--- config.mk ---
export PLATFORM = sky130hd
export DESIGN_NAME = parity_check_rx
export DESIGN_NICKNAME = d
export VERILOG_FILES = /design/src/rtl/parity_rx_pkg.sv /design/src/rtl/rx_skid_buf.sv /design/src/rtl/parity_check_rx.sv
export SDC_FILE = /design/constraint.sdc
export NUM_CORES = 1
export LEC_CHECK = 0
export ABC_AREA = 1
export BUFFER_PORTS_ARGS = -buffer_cell sky130_fd_sc_hd__buf_4
export CAP_MARGIN = 20
export CORE_ASPECT_RATIO = 0.5
export CORE_UTILIZATION = 25
export DETAILED_ROUTE_END_ITERATION = 7
export PLACE_DENSITY = 0.5
export SYNTH_ARGS = -nofsm -noshare
export SYNTH_HDL_FRONTEND = slang
export SYNTH_SLANG_ARGS = --single-unit
--- constraint.sdc ---
create_clock -name clk -period 3.55 [get_ports clk]
set_input_delay 0.5325 -clock clk [delete_from_list [all_inputs] [get_ports clk]]
set_output_delay 0.5325 -clock clk [all_outputs]
set_load 0.01 [all_outputs]
--- src/rtl/parity_rx_pkg.sv ---
// Shared types and helpers for the parity-checking receiver: buffer state
// encoding, the expected-parity function and counter defaults.
package parity_rx_pkg;

    typedef enum logic [1:0] {
        ST_EMPTY = 2'd0,
        ST_ONE   = 2'd1,
        ST_TWO   = 2'd2
    } buf_state_e;

    localparam int unsigned DEF_DATA_W     = 8;
    localparam int unsigned DEF_ERR_CNT_W  = 8;
    localparam int unsigned DEF_WORD_CNT_W = 16;

    // Saturation value of an error counter of the default width; the top
    // derives its own from its ERR_CNT_W the same way (all ones).
    localparam logic [DEF_ERR_CNT_W-1:0] DEF_ERR_SAT = '1;

    // Words up to 64 bits; the caller zero-extends, which leaves the XOR unchanged.
    function automatic logic calc_parity(input logic [63:0] data, input logic odd);
        return (^data) ^ odd;
    endfunction

endpackage

--- src/rtl/rx_skid_buf.sv ---
// Two-entry buffer with valid/ready on both sides. Upstream ready depends on
// the state register alone; accept-with-pop in ONE replaces the head in place.
module rx_skid_buf
    import parity_rx_pkg::*;
#(
    parameter int W = 9
) (
    input  logic         clk,
    input  logic         rst,
    // Handshake: a transfer happens on a rising edge where valid and ready
    // are both high; valid must not wait for ready.
    input  logic         i_valid,
    output logic         o_ready,
    input  logic [W-1:0] i_data,
    output logic         o_valid,
    input  logic         i_ready,
    output logic [W-1:0] o_data,
    output buf_state_e   o_state
);

    buf_state_e r_state;
    buf_state_e w_state_nxt;
    logic [W-1:0] r_head;
    logic [W-1:0] r_tail;
    logic w_in_ready;
    logic w_out_valid;
    logic w_load_head;
    logic w_shift;
    logic w_load_tail;

    always_ff @(posedge clk) begin
        if (rst) begin
            r_state <= ST_EMPTY;
        end else begin
            r_state <= w_state_nxt;
        end
    end

    always_comb begin
        w_state_nxt = r_state;
        w_in_ready  = 1'b1;
        w_out_valid = 1'b0;
        w_load_head = 1'b0;
        w_shift     = 1'b0;
        w_load_tail = 1'b0;
        case (r_state)
            ST_EMPTY: begin
                if (i_valid) begin
                    w_state_nxt = ST_ONE;
                    w_load_head = 1'b1;
                end
            end
            ST_ONE: begin
                w_out_valid = 1'b1;
                if (i_valid && !i_ready) begin
                    w_state_nxt = ST_TWO;
                    w_load_tail = 1'b1;
                end else if (!i_valid && i_ready) begin
                    w_state_nxt = ST_EMPTY;
                end else if (i_valid && i_ready) begin
                    w_load_head = 1'b1;
                end
            end
            ST_TWO: begin
                w_out_valid = 1'b1;
                w_in_ready  = 1'b0;
                if (i_ready) begin
                    w_state_nxt = ST_ONE;
                    w_shift     = 1'b1;
                end
            end
            default: begin
                w_state_nxt = ST_EMPTY;
            end
        endcase
    end

    always_ff @(posedge clk) begin
        if (rst) begin
            r_head <= '0;
            r_tail <= '0;
        end else begin
            if (w_load_head) begin
                r_head <= i_data;
            end else if (w_shift) begin
                r_head <= r_tail;
            end
            if (w_load_tail) begin
                r_tail <= i_data;
            end
        end
    end

    assign o_ready = w_in_ready;
    assign o_valid = w_out_valid;
    assign o_data  = r_head;
    assign o_state = r_state;

endmodule

--- src/rtl/parity_check_rx.sv ---
// Receiver for the sum/parity link: checks each word's parity, tags or drops
// failing words, buffers them downstream and keeps error/word status counters.
module parity_check_rx
    import parity_rx_pkg::*;
#(
    parameter int DATA_W      = DEF_DATA_W,
    parameter int ERR_CNT_W   = DEF_ERR_CNT_W,
    parameter int WORD_CNT_W  = DEF_WORD_CNT_W,
    parameter int PARITY_ODD  = 0,
    parameter int DROP_ON_ERR = 0
) (
    input  logic                  clk,
    input  logic                  rst,
    input  logic                  in_valid,
    output logic                  in_ready,
    input  logic [DATA_W-1:0]     in_data,
    input  logic                  in_parity,
    output logic                  out_valid,
    input  logic                  out_ready,
    output logic [DATA_W-1:0]     out_data,
    output logic                  out_err,
    input  logic                  clr_err,
    output logic [ERR_CNT_W-1:0]  err_cnt,
    output logic                  err_sticky,
    output logic [WORD_CNT_W-1:0] word_cnt
);

    localparam logic ODD  = (PARITY_ODD != 0);
    localparam logic DROP = (DROP_ON_ERR != 0);
    localparam logic [ERR_CNT_W-1:0] ERR_SAT = '1;

    logic w_exp_parity;
    logic w_bad;
    logic w_accept;
    logic w_bad_acc;
    logic w_push;
    logic w_buf_in_ready;
    logic w_buf_out_valid;
    logic [DATA_W:0] w_buf_in;
    logic [DATA_W:0] w_buf_out;
    buf_state_e w_buf_state;

    logic [ERR_CNT_W-1:0]  r_err_cnt;
    logic                  r_err_sticky;
    logic [WORD_CNT_W-1:0] r_word_cnt;

    assign w_exp_parity = calc_parity(64'(in_data), ODD);
    assign w_bad        = (w_exp_parity != in_parity);
    assign w_accept     = in_valid && w_buf_in_ready;
    assign w_bad_acc    = w_accept && w_bad;
    // A dropped word still counts as accepted but never reaches the buffer.
    assign w_push       = in_valid && !(DROP && w_bad);
    assign w_buf_in     = {w_bad && !DROP, in_data};

    rx_skid_buf #(
        .W(DATA_W + 1)
    ) u_buf (
        .clk     (clk),
        .rst     (rst),
        .i_valid (w_push),
        .o_ready (w_buf_in_ready),
        .i_data  (w_buf_in),
        .o_valid (w_buf_out_valid),
        .i_ready (out_ready),
        .o_data  (w_buf_out),
        .o_state (w_buf_state)
    );

    always_ff @(posedge clk) begin
        if (rst) begin
            r_err_cnt    <= '0;
            r_err_sticky <= 1'b0;
            r_word_cnt   <= '0;
        end else begin
            if (w_accept) begin
                r_word_cnt <= r_word_cnt + 1'b1;
            end
            // A new error takes precedence over a simultaneous clear.
            if (w_bad_acc) begin
                r_err_sticky <= 1'b1;
                if (clr_err) begin
                    r_err_cnt <= ERR_CNT_W'(1);
                end else if (r_err_cnt != ERR_SAT) begin
                    r_err_cnt <= r_err_cnt + 1'b1;
                end
            end else if (clr_err) begin
                r_err_cnt    <= '0;
                r_err_sticky <= 1'b0;
            end
        end
    end

    assign in_ready   = w_buf_in_ready;
    assign out_valid  = w_buf_out_valid;
    assign out_data   = w_buf_out[DATA_W-1:0];
    assign out_err    = w_buf_out[DATA_W];
    assign err_cnt    = r_err_cnt;
    assign err_sticky = r_err_sticky;
    assign word_cnt   = r_word_cnt;

    a_src_hold: assert property (@(posedge clk) disable iff (rst)
        (in_valid && !in_ready) |=> (in_valid && $stable(in_data) && $stable(in_parity)));

    a_ready_state: assert property (@(posedge clk) disable iff (rst)
        in_ready == (w_buf_state != ST_TWO));

endmodule

; ---- Yosys cells after proc, flatten, opt, wreduce, memory -nomap -nowiden
; Cells that the tools add are included.
; Widths: inputs -> output; s select.
[classes]
n_addsub = 2
eq_ne = 7
muxes = 24
n_reduce_logical = 15
[op_table]
columns = cell, count
row1 = $reduce_xor 64->1, 1
row2 = $mux 8, 4
row3 = $mux 9, 2
row4 = $add 16x1->16 const B, 1
row5 = $mux 1, 12
row6 = $add 8x1->8 const B, 1
row7 = $mux 2, 4
row8 = $ne 8x8->1 const B, 1
row9 = $pmux 2 s3, 1
row10 = $reduce_bool 2->1, 3
row11 = $logic_and 1x1->1, 5
row12 = $ne 2x2->1 const B, 2
row13 = $ne 3x1->1 const B, 1
row14 = $reduce_and 3->1, 1
row15 = $eq 2x1->1 const B, 1
row16 = $eq 2x2->1 const B, 1
row17 = $logic_not 1->1, 2
row18 = $logic_not 2->1, 1
row19 = $pmux 1 s2, 1
row20 = $reduce_and 2->1, 1
row21 = $reduce_or 2->1, 1
row22 = $ne 1x1->1, 1
[word_totals]
regBits = 45
in_bits = 14
output_inout_bits = 36
elab_cells = 54

; ---- Longest topological paths before layout
[depth]
depth_word = 6
ltp_mapped = 14

; ---- Modules after synthesis
; A second synthesis with hierarchy kept.
[hier_totals]
cells_unflattened = 338
area_unflattened_um2 = 2423.6
[modules_own_cells]
columns = mod, n_inst, cells_per_inst, area_each_um2, seq_area_each_um2
row1 = parity_check_rx, 1, 196, 1360.1, 500.5
row2 = rx_skid_buf, 1, 142, 1063.5, 400.4

; ---- Least setup slack after synthesis
; No wires, ideal clock.
[synth_path]
kind = register -> register
startpoint = reg u_buf.r_state[0], in the netlist u_buf.o_state[0]
endpoint = reg r_word_cnt[10], in the netlist word_cnt[10]
arrival_time_ps = 1722
t_required_ps = 3431
slack_ps = 1708
path_stages_with_launch = 13
n_path_buf = 0
cell_sequence = dfxtp_1 inv_1 ha_1 inv_2 nand2_1 nor2_1 nand2_1 nor2_2 nand3_1 nor2_2 nand3_1 o21ai_0 a21oi_1
[synth_via]
elab_chain_len = 3
[synth_lines]
columns = item, line
row1 = "start, declared", rx_skid_buf.sv:21  ; buf_state_e r_state;
row2 = "start signal, assigned", rx_skid_buf.sv:35  ; r_state <= w_state_nxt;
row3 = $eq 2x2->1, rx_skid_buf.sv:46  ; case (r_state)
row4 = $mux 1, rx_skid_buf.sv:46
row5 = named net in_ready, parity_check_rx.sv:15  ; output logic in_ready,
row6 = $logic_and 1x1->1, parity_check_rx.sv:49  ; assign w_accept = in_valid && w_buf_in_ready;
row7 = "end signal, assigned", parity_check_rx.sv:76  ; r_word_cnt <= r_word_cnt + 1'b1;
row8 = "end, declared", parity_check_rx.sv:45  ; logic [WORD_CNT_W-1:0] r_word_cnt;
; The timed path passes the listed nets, and every way through them passes these cells.
; A chain may end at the register's enable or synchronous reset.

; ---- Final worst setup path
[layout_path]
startpoint = reg u_buf.r_state[0], in the netlist u_buf.o_state[0]
endpoint = reg r_word_cnt[14], in the netlist word_cnt[14]
[layout_via]
elab_chain_len = 3
[layout_lines]
columns = item, line
row1 = $eq 2x2->1, rx_skid_buf.sv:46
row2 = $mux 1, rx_skid_buf.sv:46
row3 = $logic_and 1x1->1, parity_check_rx.sv:49
; Every way passes these cells.

==> out/results.txt <==
Outcome: complete, no violations
Number of global-route vias before repair: 1,994
Layout Cells excl Fill: 507
WHS Path Cells: 2
WL/cell: 10.7 um
Share of layout cells above drive strength 1: 17.9%
CTS tree: built
Worst skew pair latency: 0.28 ns
Largest family of logic cells by synthesized area: simple AND/OR/NAND/NOR gates
VDD IR max: 0.000161 V
Synth Area in XOR/XNOR: 1.91%
Synth Area in Compound Gates: 17.4%
Setup bufs post-CTS: 0
Fillcell total: 980
Crit end category: register
Initial Utilization: 26.1%
YS warnings: 0
Crit path arrival time: 2.24 ns
Bufs and invs on worst path: 2
Clk sinks: 45
Mux cell area share after synthesis: 0%
PortBufs: 49
Syn Std Cell Area: 2300 um^2
TritonCTS buffer count: 5
DRC viols: 0
Worst Min Path Start: u_buf.r_tail[3]
Critical-path maximum fanout: 5
Cell family with most CP delay: simple AND/OR/NAND/NOR gates
Worst Tran Pin Value: 0.832 ns
Fmax: 484 MHz
Vias: 2,209
Post-CTS Hold Fix Bufs: 0
R2r setup slk: 1.49 ns
Startpoint types: register
Final Setup Violations: 0
First drt pass iteration count: 4
Syn Inst Count: 342
R2r endpoint: word_cnt[14]
Die area: 9590 um^2
Die width: 138 um
R2r startpoint: u_buf.o_state[0]
Iteration-0 DRC Markers: 86
Core Area: 8800 um^2
Syn Nets: 362
Placed insts: 500
Total Routing Usage GR: 12.2%
Setup total negative slack: 0 ns
Sequential area share after synthesis: 39.2%
Antenna violations before repair: 0
Final GP Congestion: 0.765
Final ANT Viol Nets: 0
Critical-path cell list: inv_1 -> ha_1 -> inv_2 -> nand2_1 -> nor2_1 -> nand2_1 -> nor2_2 -> nand3_1 -> nor2_2 -> nand4_1 -> o21ai_1 -> nor2_1
Period utilization: 58.1%
Root Driver: clkbuf_16
Area share of fa/ha/maj cells after synthesis: 3.27%
Final net count: 410
Leak: 1.30 nW
# diodes: 0
Cell variety after synth: 27
Drt total wl: 5420 um
H-tree depth: 2
Final Hold Viols: 0
GRT overflow: 0
Yosys reg bits: 45
Simple-Gate Fraction of Synth Area: 28.2%
Io pins: 50
Worst Slack Setup Final: 1.49 ns
Fin crit period: 2.06 ns
Hold Crit Endpoint: u_buf.r_tail[3]
PD cells: 416 nW/um^2
Place WS: 1.46 ns
Die Height: 69.8 um
Global-route wire length before repair: 9230 um
Worst EP required: 3.73 ns
Area growth, synth to finish: 27.5%
Hpwl dp: 3930 um
Pin count of the biggest net entering global routing: 31
CP max stage delay: 0.36 ns
Setup repair after global routing missed its margin: false
Hold Path Class: reg2reg
Synth Area per Inst: 6.71 um^2
Clk_skew: 0.00343 ns
Crit Path Category: reg2reg
Final Max Tran Viols: 0
Rel. slew slack: 44.5%
Slowest-stage cell, CP: dfxtp_1
Worst-path clk slew: 0.06 ns
Post-cts resize count: 0
Row count: 24
Max-cap violations: 0
Average vias per placed instance: 4.36
Cells on worst reg2reg path: 12
Clock Path Buffers: 2
## report_power, final
group | switching, mW | internal, mW
clock | 0.185 | 0.277
sequential | 0.0184 | 0.535
combinational | 0.118 | 0.0841
## worst max-delay path by stage
stage	from	endpoint	slack (ns)	depth (start not counted)
after global routing	u_buf.o_state[0]	word_cnt[10]	1.10	12
after floorplan	u_buf.o_state[0]	word_cnt[10]	1.71	12
after CTS	u_buf.o_state[0]	word_cnt[14]	1.44	12
after global placement	u_buf.o_state[0]	word_cnt[14]	1.47	12
final	u_buf.o_state[0]	word_cnt[14]	1.49	12
after detailed placement	u_buf.o_state[0]	word_cnt[14]	1.46	12
## cell usage in the layout (no fill, tap or decap)
| cell type | n |
|---|---|
| clkbuf_8 | 1 |
| nand2_2 | 2 |
| nor2_1 | 30 |
| nor2_2 | 4 |
| buf_4 | 50 |
| o22ai_1 | 1 |
| xnor2_1 | 1 |
| o2111ai_1 | 2 |
| o21a_1 | 2 |
| clkbuf_1 | 1 |
| inv_1 | 50 |
| clkbuf_16 | 5 |
| o21ai_0 | 31 |
| o21ai_1 | 3 |
| nand4_1 | 2 |
| nand2_1 | 77 |
| and3_1 | 1 |
| inv_2 | 2 |
| a31oi_1 | 1 |
| nand3b_1 | 2 |
| nor2_4 | 2 |
| dfxtp_1 | 45 |
| ha_1 | 6 |
| a31o_2 | 1 |
| nand3_1 | 23 |
| nor3_1 | 3 |
| xor2_1 | 4 |
| a21oi_1 | 35 |
| nand3_2 | 1 |
| or2_2 | 2 |
## sequential cells by signal, indices dropped and copies added, names as in the netlist
| name | flops |
|---|---|
| err_cnt | 8 |
| u_buf.r_tail | 9 |
| err_sticky | 1 |
| u_buf.o_data | 9 |
| u_buf.o_state | 2 |
| word_cnt | 16 |
## cell type report
| type | count | area (um^2) | area share, % |
|---|---|---|---|
| clock buffer | 7 | 143 | 4.87 |
| inverter | 52 | 195 | 6.67 |
| multi-input combinational | 236 | 1170 | 39.8 |
| sequential | 45 | 901 | 30.8 |
| tap | 117 | 146 | 5.00 |
| timing repair buffer | 50 | 375 | 12.8 |
## per-stage QoR
step	util, %	hold slack (ns)	instance area (um^2)	power (mW)
2_1_floorplan	-	0.425	2300	0.686
3_3_place_gp	31.6	0.438	2780	0.770
3_5_place_dp	31.6	0.444	2780	0.770
4_1_cts	33.3	0.454	2930	1.24
5_1_grt	33.3	0.464	2930	1.29
6_report	33.3	0.449	2930	1.22
## layer usage
| metal | GRT usage [%] | wire, um |
|---|---|---|
| met3 | 3.58 | 194 |
| met4 | 3.66 | 53 |
| met5 | 0 | 0 |
| met2 | 19.2 | 2380 |
| met1 | 15.9 | 2780 |
## cell families (layout without fill, tap and decap cells)
kind of cell | after synthesis | count (layout)
xor+xnor | 5 | 5
simple gates | 149 | 149
fa+ha+maj | 6 | 6
flops | 45 | 45
buf+inv | 61 | 109
compound gates | 76 | 76
## worst register-to-register path, delay by kind of cell, from the launching register on
| family | cells | cell delay [ns] |
|---|---|---|
| fa+ha+maj | 1 | 0.27 |
| simple gates | 8 | 0.98 |
| buf+inv | 2 | 0.20 |
| flops | 1 | 0.36 |
| compound gates | 1 | 0.14 |
## synthesized netlist by cell type
master     count  share of area [%]
nand3b_1       2               0.65
a21oi_1       35                7.6
inv_1         50                8.2
and3_1         1               0.27
xor2_1         4                1.5
nand2_2        2               0.54
nand2_1       77                 13
ha_1           6                3.3
nor2_1        30                4.9
a31oi_1        1               0.27
a31o_2         1               0.38
dfxtp_1       45                 39
o2111ai_1      2               0.76
nand3_1       23                5.0
inv_2          2               0.33
clkbuf_1       9                1.5
xnor2_1        1               0.38
nand3_2        1               0.44
o21ai_0       31                6.8
o21a_1         2               0.65
nand4_1        2               0.54
nor3_1         3               0.65
nor2_4         2               0.98
or2_2          2               0.54
nor2_2         4                1.1
o22ai_1        1               0.27
o21ai_1        3               0.65
(Power assumes the default switching activity.)
